`config.mk`:
```
export PLATFORM = sky130hd
export DESIGN_NAME = filtro_andar
export DESIGN_NICKNAME = d
export VERILOG_FILES = /design/src/rtl/filtro_andar.sv
export SDC_FILE = /design/constraint.sdc
export NUM_CORES = 1
export LEC_CHECK = 0
export CAP_MARGIN = 20
export CORE_MARGIN = 4
export CORE_UTILIZATION = 30
export DETAILED_ROUTE_END_ITERATION = 10
export HOLD_SLACK_MARGIN = 0.02
export MAX_ROUTING_LAYER = met4
export SYNTH_ARGS = -nofsm -noshare
export SYNTH_HDL_FRONTEND = slang
export SYNTH_SLANG_ARGS = --single-unit
```
`constraint.sdc`:
```
create_clock -name clock -period 6.34 [get_ports clock]
set_input_delay 1.268 -clock clock [delete_from_list [all_inputs] [get_ports clock]]
set_output_delay 1.268 -clock clock [all_outputs]
set_load 0.05 [all_outputs]
```
`src/rtl/filtro_andar.sv`:
```
// Floor reading filter for the HC-SR04 lift sensor interface.
// Accepts a floor only after CONSEC identical consecutive readings, flags a
// sensor timeout when pronto pulses stop arriving, and reports arrival at the
// requested floor.
//
// Ports:
//   clock, reset   system clock (rising edge), asynchronous active-high reset
//   ligado         enable; 0 returns the filter to INICIAL on the next edge
//   pronto, andar  one-cycle valid pulse and raw 2-bit floor reading
//   andar_destino  floor requested by the lift controller
//   andar_atual    last accepted floor (registered)
//   valido         andar_atual is trustworthy (registered)
//   mudou          one-cycle pulse while andar_atual is being updated (registered)
//   chegou         valido && andar_atual == andar_destino (combinational)
//   erro_sensor    pronto timeout; held until next pronto or ligado=0 (registered)
//   db_estado      state code for the debug display
module filtro_andar #(
    parameter int unsigned CONSEC  = 3,
    parameter int unsigned TIMEOUT = 5000000,
    parameter int unsigned TW      = 23
) (
    input  logic       clock,
    input  logic       reset,
    input  logic       ligado,
    input  logic       pronto,
    input  logic [1:0] andar,
    input  logic [1:0] andar_destino,
    output logic [1:0] andar_atual,
    output logic       valido,
    output logic       mudou,
    output logic       chegou,
    output logic       erro_sensor,
    output logic [3:0] db_estado
);

    localparam int unsigned CW = 4;
    localparam logic [TW-1:0] TIMER_LIM = TW'(TIMEOUT - 1);
    localparam logic [CW-1:0] CONT_MAX  = CW'(CONSEC);

    typedef enum logic [3:0] {
        INICIAL  = 4'h0,
        ESPERA   = 4'h1,
        COMPARA  = 4'h2,
        ATUALIZA = 4'h3,
        ERRO     = 4'hE
    } estado_t;

    estado_t         estado;
    estado_t         estado_prox;
    logic            amostra;
    logic [1:0]      candidato;
    logic [CW-1:0]   cont_igual;
    logic [TW-1:0]   timer;

    // State register
    always_ff @(posedge clock or posedge reset) begin
        if (reset) begin
            estado <= INICIAL;
        end else begin
            estado <= estado_prox;
        end
    end

    // Next-state logic; amostra marks a pronto that is actually consumed
    always_comb begin
        estado_prox = estado;
        amostra     = 1'b0;
        unique case (estado)
            INICIAL: begin
                estado_prox = ESPERA;
            end
            ESPERA: begin
                // pronto takes priority over a timeout on the same cycle
                if (pronto) begin
                    amostra     = 1'b1;
                    estado_prox = COMPARA;
                end else if (timer == TIMER_LIM) begin
                    estado_prox = ERRO;
                end
            end
            COMPARA: begin
                if ((cont_igual == CONT_MAX) && (!valido || (candidato != andar_atual))) begin
                    estado_prox = ATUALIZA;
                end else begin
                    estado_prox = ESPERA;
                end
            end
            ATUALIZA: begin
                estado_prox = ESPERA;
            end
            ERRO: begin
                if (pronto) begin
                    amostra     = 1'b1;
                    estado_prox = COMPARA;
                end
            end
            default: begin
                estado_prox = INICIAL;
            end
        endcase
        if (!ligado) begin
            estado_prox = INICIAL;
            amostra     = 1'b0;
        end
    end

    // Datapath: candidate tracking, timeout counter and registered outputs
    always_ff @(posedge clock or posedge reset) begin
        if (reset) begin
            andar_atual <= 2'd0;
            valido      <= 1'b0;
            mudou       <= 1'b0;
            erro_sensor <= 1'b0;
            candidato   <= 2'd0;
            cont_igual  <= '0;
            timer       <= '0;
        end else begin
            mudou       <= (estado_prox == ATUALIZA);
            erro_sensor <= (estado_prox == ERRO);
            if (estado_prox == INICIAL) begin
                // andar_atual and candidato are kept across a disable
                timer      <= '0;
                cont_igual <= '0;
                valido     <= 1'b0;
            end else if (estado_prox == ERRO) begin
                // force CONSEC fresh readings before trusting the floor again
                valido     <= 1'b0;
                cont_igual <= '0;
            end else if (amostra) begin
                timer <= '0;
                if (andar == candidato) begin
                    cont_igual <= (cont_igual >= CONT_MAX) ? CONT_MAX : cont_igual + CW'(1);
                end else begin
                    candidato  <= andar;
                    cont_igual <= CW'(1);
                end
            end else if (estado == ATUALIZA) begin
                andar_atual <= candidato;
                valido      <= 1'b1;
            end else if ((estado == ESPERA) && (timer != TIMER_LIM)) begin
                timer <= timer + TW'(1);
            end
        end
    end

    assign chegou    = valido && (andar_atual == andar_destino);
    assign db_estado = estado;

endmodule

```
==> impl.org, run 1 <==
** Clocking
- TritonCTS built the clock tree.
- CTS Hold Buffers Added :: 0
- Clock latency on the worst-skew pair, taken at its later pin, is 0.28 ns.
- Clock-pin slew was measured on the worst setup and hold paths at 0.07 ns.
- Buffers added to address setup during post-CTS repair amount to 0.
- Maximum buffer depth of the clock tree :: 2
- The H-tree generated during clock tree synthesis spans 2 levels.
- Cell at the root of the clock tree :: clkbuf_8
- Once the clock tree was built, the resizer swapped 0 gates to a different size.
- CTS saw 38 sinks.
- Number of buffers inserted during clock tree synthesis :: 5

** Floorplanning
- Total Die Area :: around 0.0085 mm2
- Starting Density :: 0.311
- Placeable Area :: a little under 0.007 mm2
- For this design the top-level I/O count stands at 18.
- The floorplan step set the die width to slightly above 90 um.
- Standard-cell rows :: 30
- In this run the vertical extent of the chip is about 90 um.

** Synthesis
- Dominant cell type by area after synthesis :: dfrtp_1
- Top post-synthesis cells by area :: dfrtp_1 45%, nand3_1 5.2%, o211ai_1 4.2%
- In this run, synthesis inferred 0 flip-flops with an integrated enable.
- Fraction of registers with async set/reset :: 1.00
- Synthesis instantiated 48 different standard cells from the library.
- Number of register bits inferred by synthesis :: 38
- The share of synthesized area in the top cell type comes to 0.448.
- The cell area that synthesis handed to floorplanning was 0.00212 mm2.
- Among all flip-flop cells after synthesis, the most frequent one is dfrtp_1.
- Synthesized instance count :: 211
- Counting every net in the synthesized netlist gives between 200 and 250.
- In this run the mean area of a mapped cell was roughly 10 um2.
- Sequential cell area fraction in the yosys report :: 0.448
- Total of warnings raised by yosys :: 0

** Routing
- After the first detailed-routing iteration, the DRC count stood at approximately 110.
- Wirelength per Cell :: approximately 15 um
- Post-detailed-route via-to-cell ratio :: roughly 5.5
- Post-route DRC violation count :: 0
- Vias :: around 1800
- Summed over all layers, the routed wires come to just under 5000 um.
- The detail route stage leaves a number of antenna-violating nets equal to 0.
- Number of optimization iterations in the first detailed-route pass :: 4

** Finish
- Antenna cells :: 0
- Measured on the finished design, the core utilization comes to 0.354.
- Relative to the synthesized area, the layout overhead comes to 14.0%.
- Of the cells placed in the final design, the portion with a size suffix greater than 1 is 0.105.
- After the last flow step, the layout net total stands at around 240.

** STA
- Setup tns final :: 0 ns
- Highest clock frequency the design can meet :: 246 MHz
- In the finished design, the share of the clock period the worst path needs comes to 0.642.
- Setup slack on the critical path of the routed design comes to around 2.3 ns.
- Final setup violation count :: 0
- Fin. max-slew vios :: 0
- The worst path needs between 4 and 5 ns of the cycle, external delays included.
- Worst setup skew after layout :: 0.00397 ns
- For the pin with the worst max-slew slack, the measured transition is around 0.9 ns.
- Worst relative slew slack :: 0.386
- The number of failing hold endpoints at the final stage came to 0.
- Setup repair after global routing missed its margin :: no

** Power
- IR analysis of the VDD net gives a maximum drop of roughly 140 uV.
- The internal portion of the total power is ~360 uW.
- Power spread over the standard cell area amounts to 207 mW/mm2.
- For this design the total switching power over the nets is 144 uW.
- Of the total power, the clock network draws 0.312.
- Of the total power, the share spent switching nets is 0.288.
- Fraction of power consumed by combinational cells :: 0.161
- Power share of the sequential group :: 0.527
- Leakage :: 0.959 nW

** Hold path
- The tightest min-delay check is of the reg -> reg type.
- Worst hold stages :: 1

** Critical path
- Register-to-Register Setup Slack :: between 3 and 4 ns
- Critical Path End Type :: primary output
- Of all nets on the critical path, the largest fanout is 1.
- Counting stages on the worst path, the most repeated cell is clkdlybuf4s50_1.
- Slowest CP cell :: clkdlybuf4s50_1
- Data on the critical path arrives at its endpoint at about 2.8 ns.
- CP required :: around 5.1 ns
- Worst path max stage delay :: approximately 0.80 ns
- CP cell instances :: clkdlybuf4s50_1 -> xnor2_1 -> and3_1 -> clkdlybuf4s50_1
- Kind of start point of the critical path :: input pin
- Count of cells along the worst register-to-register path :: 6
- CP Class :: in -> out

** Placement
- Count of buffers inserted at the top-level ports :: 17
- Worst slack at placement :: around 2.2 ns
- Detailed placement HPWL :: ~3400 um
- Routability-driven placement finished with a final weighted congestion of slightly below 0.8.

** Global route
- Entering global routing, the biggest net connects 39 pins.
- The initial antenna violation count was 0.
- Global-route wire length before repair :: a little under 9000 um
- Vias in the first global route :: 1787
- Total routing resource utilization after global routing :: 0.130
- After global routing the overflow that remains totals 0.

** Outcome
- Status :: completed

** Job
- Max-cap violations in this run came to 0.
-- through the flow --
stage / instances / hold WS (ns) / area [um2] / power (mW)
final: 325 / 0.505 / 2420 / 0.502
after detailed placement: 318 / 0.498 / 2340 / 0.351
after global placement: 318 / 0.481 / 2340 / 0.350
after floorplan: 211 / 0.469 / 2120 / 0.326
after global routing: 325 / 0.541 / 2420 / 0.529
after CTS: 325 / 0.515 / 2420 / 0.509
-- sequential cells by signal (all words and copies together) (netlist names) --
register and count:
timer 23, cont_igual 4, db_estado 4, andar_atual 2, candidato 2, erro_sensor 1
mudou 1, valido 1
-- layout by cell type (no fill, tap or decap), types with 2 or more instances in the layout --
cell type / count
a211o_1: 2
a21oi_1: 9
a22o_1: 2
and2_1: 3
and3_1: 6
and3_2: 2
clkbuf_8: 5
clkdlybuf4s50_1: 17
clkinv_2: 2
dfrtp_1: 38
ha_1: 2
inv_1: 2
mux2_2: 4
nand2_1: 18
nand2b_1: 3
nand3_1: 22
nand4_1: 7
nand4b_1: 2
nor2_1: 9
nor2b_1: 2
nor3_1: 5
nor4_1: 3
nor4b_1: 3
o211ai_1: 12
o21ai_0: 4
o311ai_0: 2
o31ai_1: 10
o41ai_1: 3
or3_1: 4
or4_1: 3
or4_4: 2
xnor2_1: 4
xor2_1: 3
-- Yosys cell counts (2+ instances only) --
master,count
xnor2_1,4
o41ai_1,3
o211ai_1,12
a21oi_1,9
o31ai_1,10
o311ai_0,2
nand2b_1,3
nand2_1,18
a22o_1,2
mux2_2,4
o21ai_0,4
or3_1,4
buf_2,2
and2_1,3
nor2b_1,2
ha_1,2
or4_1,3
nand4_1,7
nand4b_1,2
dfrtp_1,38
nor2_1,9
or4_4,2
xor2_1,3
inv_1,2
nor4b_1,3
nor3_1,5
clkbuf_8,2
and3_2,2
a211o_1,2
and3_1,6
nor4_1,3
nand3_1,22
-- power groups by stage --
stage | Clock (mW) | Combinational [mW] | Sequential, mW
after CTS | 0.162 | 0.0821 | 0.264
after floorplan | 0 | 0.0421 | 0.284
final | 0.157 | 0.0808 | 0.264
after detailed placement | 0 | 0.0817 | 0.269
after global routing | 0.175 | 0.0886 | 0.266
after global placement | 0 | 0.0809 | 0.269
-- routing by layer --
metal / wire [um] / global-route usage / vias up
met5: 0 / - / -
met2: 2290 / 0.201 / 47
li1: - / - / 854
met1: 2350 / 0.169 / 873
met3: 194 / 0.0353 / 7
met4: 42 / 0.0322 / 0
-- worst max-delay path, delay by kind of cell --
family | cells | cell delay, ns
XOR/XNOR | 1 | 0.10
buffers and inverters | 2 | 1.27
AND/OR/NAND/NOR | 1 | 0.16
-- path summary, 6_finish.rpt --
check,startpoint,endpoint
min in group asynchronous,reset,andar_atual[0]
worst max-delay path,andar_destino[1],chegou
max in group asynchronous,reset,timer[17]
worst min register to register,cont_igual[1],cont_igual[1]
worst max register to register,timer[0],timer[12]
worst min-delay path,cont_igual[1],cont_igual[1]
-- cell type report --
class	count	area [um2]
clock buffer	5	68.8
clock inverter	2	10.0
fill	714	4410
inverter	2	7.51
multi-input combinational	164	1080
sequential	38	951
tap	96	120
timing repair buffer	18	178
-- kinds of logic after synthesis --
logic type,after synthesis,synth area share
AND/OR/NAND/NOR,100,0.272
flip-flops,38,0.448
AO/OA/AOI/OAI,51,0.177
buffers and inverters,9,0.0413
adder cells (fa/ha/maj),2,0.0118
XOR/XNOR,7,0.0289
multiplexers,4,0.0212
Power figures use the tool's default switching activity.
==> run 2: changes to the inputs <==
clock period = 4.1 ns   (was 6.34 ns; I/O delays follow)
==> impl.org, run 2 (synthesis gave the netlist of run 1 again) <==
** Clocking
- Maximum buffer depth of the clock tree :: 2
- CTS tree :: yes
- Number of levels in the clock H-tree :: 2
- The later pin in the worst-skew pair is clocked with a latency of around 0.29 ns.
- The root buffer cell chosen for the clock tree is clkbuf_8.
- Post-CTS clock slew at the launch and capture registers of the worst setup and hold paths :: 0.08 ns
- Number of buffers inserted during clock tree synthesis :: 5
- Once the clock tree was built, the resizer swapped 0 gates to a different size.
- Clk sinks :: 38
- In this run, post-CTS hold repair placed 0 buffers.
- Post-CTS repair timing setup buffer count :: 0

** Finish
- The library cell used most frequently in the layout, excluding fill and tap cells, is dfrtp_1.
- Final cell utilization of the core :: 0.356
- The register with the most flip-flops in the layout has 23 of them.
- Most used cells in the layout excluding fill and tap cells :: 38 x dfrtp_1, 22 x nand3_1, 18 x nand2_1
- Ranked by flip-flop count, first place goes to timer.
- The final layout contains approximately 240 nets.
- Antenna cells :: 0
- Fraction of layout cells with a size suffix above 1 :: 0.104
- From synthesis to final layout, the design area changed by 14.6%.
- Layout Cells excl Fill :: 326

** Critical path
- CP Class :: in -> out
- At the worst endpoint, the required time is ~3.3 ns.
- The slowest stage of the critical path is the clkdlybuf4s50_1 cell.
- End point of the critical path :: chegou
- The worst setup path is captured at a primary output.
- Maximum net fanout on the critical path :: 1
- The worst register-to-register path begins at timer[0].
- In this design, the stage delay of the slowest critical-path cell is around 0.80 ns.
- Register-to-Register Setup Slack :: ~1.3 ns
- In this run the worst setup path begins at andar_destino[0].
- Count of cells along the worst register-to-register path :: 6
- Signal arrival time at the worst endpoint :: roughly 2.4 ns
- Count of buffer and inverter cells on the critical path :: 2
- On the critical path the largest part of the delay comes from buffers and inverters.
- Worst r2r dst :: timer[12]
- Walking the worst path, the cells encountered are clkdlybuf4s50_1 -> xnor2_1 -> and3_1 -> clkdlybuf4s50_1.
- Cell count along the critical path :: 4
- Kind of start point of the critical path :: input pin
- Counting stages on the worst path, the most repeated cell is clkdlybuf4s50_1.

** Routing
- Routed WL :: between 4000 and 5000 um
- Vias :: roughly 1800
- Number of optimization iterations in the first detailed-route pass :: 4
- After the first detailed-routing iteration, the DRC count stood at 135.
- In the routed design, unresolved DRC markers number 0.
- Once detail routing completed, the nets flagged for antenna violations numbered 0.
- Using the TritonRoute via totals, the vias-per-cell ratio works out to 5.43.
- After detailed routing, the average wire length per cell comes to between 15 and 20 um.

** Global route
- In the global route stage, overall resource usage came out at 0.131.
- Maximum number of pins on one net before global-route repair :: 39
- The first global-routing pass estimated roughly 9000 um of wire.
- Vias in the first global route :: ~1800
- Aggregate global routing overflow :: 0
- Antenna violations before repair :: 0

** Power
- In this run the static leakage power is a little under 1 nW.
- Power density over the cells :: about 330 mW/mm2
- After layout, the design draws a total of roughly 800 uW.
- IR analysis of the VDD net gives a maximum drop of between 200 and 250 uV.

** Outcome
- The flow ran to the end, and the final reports show no timing, DRC or antenna violations.

** Floorplanning
- Standard-cell rows :: 30
- Vertical extent of the die :: about 90 um
- The die covers around 0.0085 mm2.
- Die Wd :: 92.1 um
- The region available for standard cell placement spans roughly 0.0068 mm2.
- Pin placement for this block handled 18 I/O pins.
- For this configuration, the core starts out at a cell density of 0.311.

** STA
- The count of pins over their slew limit was 0.
- After routing, the total negative slack on setup checks comes to 0 ns.
- Slew at the pin with the worst max-slew slack :: around 0.92 ns
- Worst relative slew slack :: 0.385
- Subtracting the final worst setup slack from the clock period gives between 3 and 4 ns.
- Dividing the final minimum period by the clock period gives 0.777.
- Static timing analysis puts the maximum clock frequency at approximately 310 MHz.
- Worst setup skew after layout :: 0.00462 ns
- The number of failing hold endpoints at the final stage was 0.
- Setup violations remaining at the end of the flow were counted as 0.
- On the final layout, the worst hold slack is ~0.51 ns.
- Setup repair after global routing left no endpoint under its margin.

** Placement
- Detailed placement finished with a half-perimeter wire length of roughly 3400 um.
- After detailed placement, the design holds a cell count of about 320.
- Count of buffers inserted at the top-level ports :: 17
- Routability-driven placement congestion ratio :: about 0.75

** Hold path
- The tightest min-delay check is of the reg -> reg type.
- The startpoint identified for the worst hold timing path is cont_igual[1].

** Job
- Max-cap violations in this run came to 0.
run 2: layout make-up:
| type | count | area (um2) |
|---|---|---|
| inverter | 2 | 7.51 |
| clock buffer | 7 | 86.3 |
| clock inverter | 1 | 5.00 |
| multi-input combinational | 164 | 1080 |
| sequential | 38 | 951 |
| tap | 96 | 120 |
| fill | 731 | 4400 |
| timing repair buffer | 18 | 178 |
run 2: how the worst min path moves through the flow:
stage,to,slack [ns],cells after the start
5_1_grt,timer[17],0.54,1
3_3_place_gp,cont_igual[1],0.48,1
6_report,cont_igual[1],0.51,1
4_1_cts,timer[13],0.52,1
2_1_floorplan,timer[17],0.47,1
3_5_place_dp,timer[5],0.50,1
run 2: stage by stage:
stage | area (um2) | setup slack, ns
after global routing | 2430 | 0.855
after floorplan | 2120 | 1.88
final | 2430 | 0.914
after global placement | 2340 | 0.927
after detailed placement | 2340 | 0.913
after CTS | 2430 | 0.899
run 2: where the power goes:
part           total, mW  switching (mW)  internal [mW]  leakage [nW]
combinational      0.125          0.0748         0.0500         0.394
clock              0.270           0.135          0.136        0.0482
sequential         0.408          0.0195          0.389         0.521
run 2: worst register-to-register path, stage by stage, from the launching register on:
cell	delay [ns]
dfrtp_1	0.44
ha_1	0.33
nand4_1	0.23
or4_4	0.59
o21ai_2	0.73
o311ai_0	0.28
o41ai_1	0.12
run 2: metal layers:
layer	GRT usage	vias to the layer above	routed length [um]	share of wire
met4	0.0421	0	59	0.012
met2	0.196	44	2280	0.46
met3	0.0263	5	188	0.038
met1	0.177	865	2410	0.49
met5	-	-	0	0
li1	-	857	-	-
==> run 3: changes to the inputs <==
clock period = 2.6 ns   (was 4.1 ns; I/O delays follow)
==> impl.org, run 3 (synthesis gave the netlist of run 1 again) <==
** Floorplanning
- Standard-cell rows :: 30
- Placeable Area :: slightly below 0.007 mm2
- IO Count :: 18
- Vertical extent of the die :: slightly above 90 um
- The initial utilization of the core area, before any placement, comes to 0.311.
- Die Wd :: about 92 um
- Total Die Area :: between 0.008 and 0.009 mm2

** Clocking
- Latest clock arrival within the worst-skew pair :: around 0.29 ns
- Counting every sink on the clock net gives 38.
- CTS tree :: yes
- After clock tree synthesis, the clock-pin slew on the worst setup and hold paths is about 0.070 ns.
- Cell at the root of the clock tree :: clkbuf_8
- Post-CTS timing repair inserted 0 buffers for setup.
- Buffers inserted to repair hold after CTS numbered 0.
- The number of clock buffers added by TritonCTS is 5.
- Number of resized instances in the post-cts repair step :: 0
- The clock passes through at most 2 buffers.
- Number of levels in the clock H-tree :: 2

** STA
- Worst relative slew slack :: 0.628
- Static timing analysis puts the maximum clock frequency at ~440 MHz.
- Setup tns final :: 0 ns
- In the finished design, the share of the clock period the worst path needs comes to 0.867.
- Setup repair after global routing missed its margin :: no
- Worst setup skew after layout :: ~0.0021 ns
- Setup violations remaining at the end of the flow were counted as 0.
- Hold Violations, Final :: 0
- The routed design could run at a clock period as short as roughly 2.3 ns.
- The count of pins over their slew limit came to 0.
- Slew at the pin with the worst max-slew slack :: approximately 0.55 ns

** Global route
- The via count of the first global-routing pass is between 1500 and 2000.
- Antenna violations before repair :: 0
- Aggregate global routing overflow :: 0
- Maximum number of pins on one net before global-route repair :: 39
- Total routing resource utilization after global routing :: 0.135
- Global-route wire length before repair :: 8930 um

** Power
- In this run the static leakage power is around 1.0 nW.
- Maximum resistive drop on vdd :: ~380 uV
- Power density over the cells :: roughly 510 mW/mm2

** Finish
- Most used cells in the layout excluding fill and tap cells :: 38 x dfrtp_1, 22 x nand3_1, 18 x nand2_1
- Layout net count :: 248
- Of the cells placed in the final design, the portion with a size suffix greater than 1 is 0.142.
- Fill cells in the final layout number ~730.
- The register with the most flip-flops in the layout has 23 of them.
- Register area :: 951 um2
- Largest register by flop count :: timer
- The library cell used most frequently in the layout, excluding fill and tap cells, is dfrtp_1.
- In the final layout, the multi-input gates occupy 0.00108 mm2.
- Layout Cells excl Fill :: 335
- The area growth from synthesis to layout is 18.2%.
- Antenna cells :: 0

** Critical path
- Signal arrival time at the worst endpoint :: approximately 2.4 ns
- For the worst setup path, the data required time is between 2 and 3 ns.
- Slowest CP cell :: nor4_1
- On the worst path, the slowest cell contributes a delay of around 0.57 ns.
- In this design, the largest share of critical-path delay is due to simple AND/OR/NAND/NOR gates.
- STA classifies the critical path startpoint as a flop.
- Maximum net fanout on the critical path :: 6
- STA classifies the critical path endpoint as a flop.
- Count of buffer and inverter cells on the critical path :: 0
- Traced cell by cell, the critical path runs through ha_1 -> nand4_1 -> nor4_1 -> nand2_1 -> o311ai_0 -> o41ai_1.
- CP Class :: reg -> reg

** Routing
- Wirelength per Cell :: around 15 um
- In this run the remaining antenna-violating nets after routing total 0.
- Post-detailed-route via-to-cell ratio :: roughly 5.4
- Routed WL :: between 5000 and 6000 um
- Post-route DRC violation count :: 0
- For this block, the initial DRC count from the detailed router was roughly 130.
- The detailed router placed approximately 1800 vias in this run.
- The first detailed-routing pass ran for 4 iterations.

** Outcome
- Status :: completed

** Hold path
- The tightest min-delay check is of the reg -> reg type.

** Placement
- Count of buffers inserted at the top-level ports :: 17
- Instance count after placement with tap cells included :: around 330
- Summed over all nets, the half-perimeter wirelength after detailed placement is around 3600 um.
- Routability-driven placement congestion ratio :: between 0.8 and 0.9

** Job
- Max-capacitance violation count :: 0
-- run 3: cell types whose count changed in the layout (fill, tap and decap cells not counted), sizes merged --
cell,before,now
buf,1,11
clkdlybuf4s50,17,16
-- run 3: report_power, final --
part / internal, mW / switching [mW] / total, mW
registers: 0.613 / 0.0304 / 0.644
clock network: 0.214 / 0.207 / 0.421
logic: 0.0893 / 0.121 / 0.210
-- run 3: through the flow --
| stage | power (mW) | hold WS, ns | instance area [um2] | utilization | setup WS, ns |
|---|---|---|---|---|---|
| 5_1_grt | 1.35 | 0.549 | 2510 | 0.367 | 0.169 |
| 3_3_place_gp | 0.865 | 0.490 | 2420 | 0.354 | 0.162 |
| 2_1_floorplan | 0.795 | 0.469 | 2120 | - | 0.529 |
| 3_5_place_dp | 0.868 | 0.497 | 2420 | 0.354 | 0.104 |
| 6_report | 1.28 | 0.515 | 2510 | 0.367 | 0.347 |
| 4_1_cts | 1.29 | 0.515 | 2510 | 0.367 | 0.372 |
-- run 3: area by class of cell --
cell class	instances	area share
Timing Repair Buffer	27	0.102
Clock inverter	1	0.00199
Multi-Input combinational cell	164	0.432
Inverter	2	0.00299
Tap cell	96	0.0479
Sequential cell	38	0.379
Clock buffer	7	0.0344
-- run 3: metal layers --
metal / vias up / wire, um / global-route usage
li1: 865 / - / -
met1: 881 / 2340 / 0.165
met2: 43 / 2440 / 0.222
met3: 8 / 191 / 0.0336
met4: 0 / 79 / 0.0371
met5: - / 0 / -
-- run 3: worst reg2reg max path, cell delays in order, from the launching register on --
cell and delay [ns]:
dfrtp_1 0.43, ha_1 0.21, nand4_1 0.19, nor4_1 0.57, nand2_1 0.22, o311ai_0 0.34, o41ai_1 0.15
-- run 3: final timing paths --
path | depth (start not counted) | to | start | slack, ns
min in group asynchronous | 3 | andar_atual[1] | reset | 0.65
worst max-delay path | 6 | timer[20] | timer[0] | 0.35
worst min-delay path | 1 | cont_igual[1] | cont_igual[1] | 0.51
worst min register to register | 1 | cont_igual[1] | cont_igual[1] | 0.51
max in group asynchronous | 3 | timer[6] | reset | 1.59
worst max register to register | 6 | timer[20] | timer[0] | 0.35
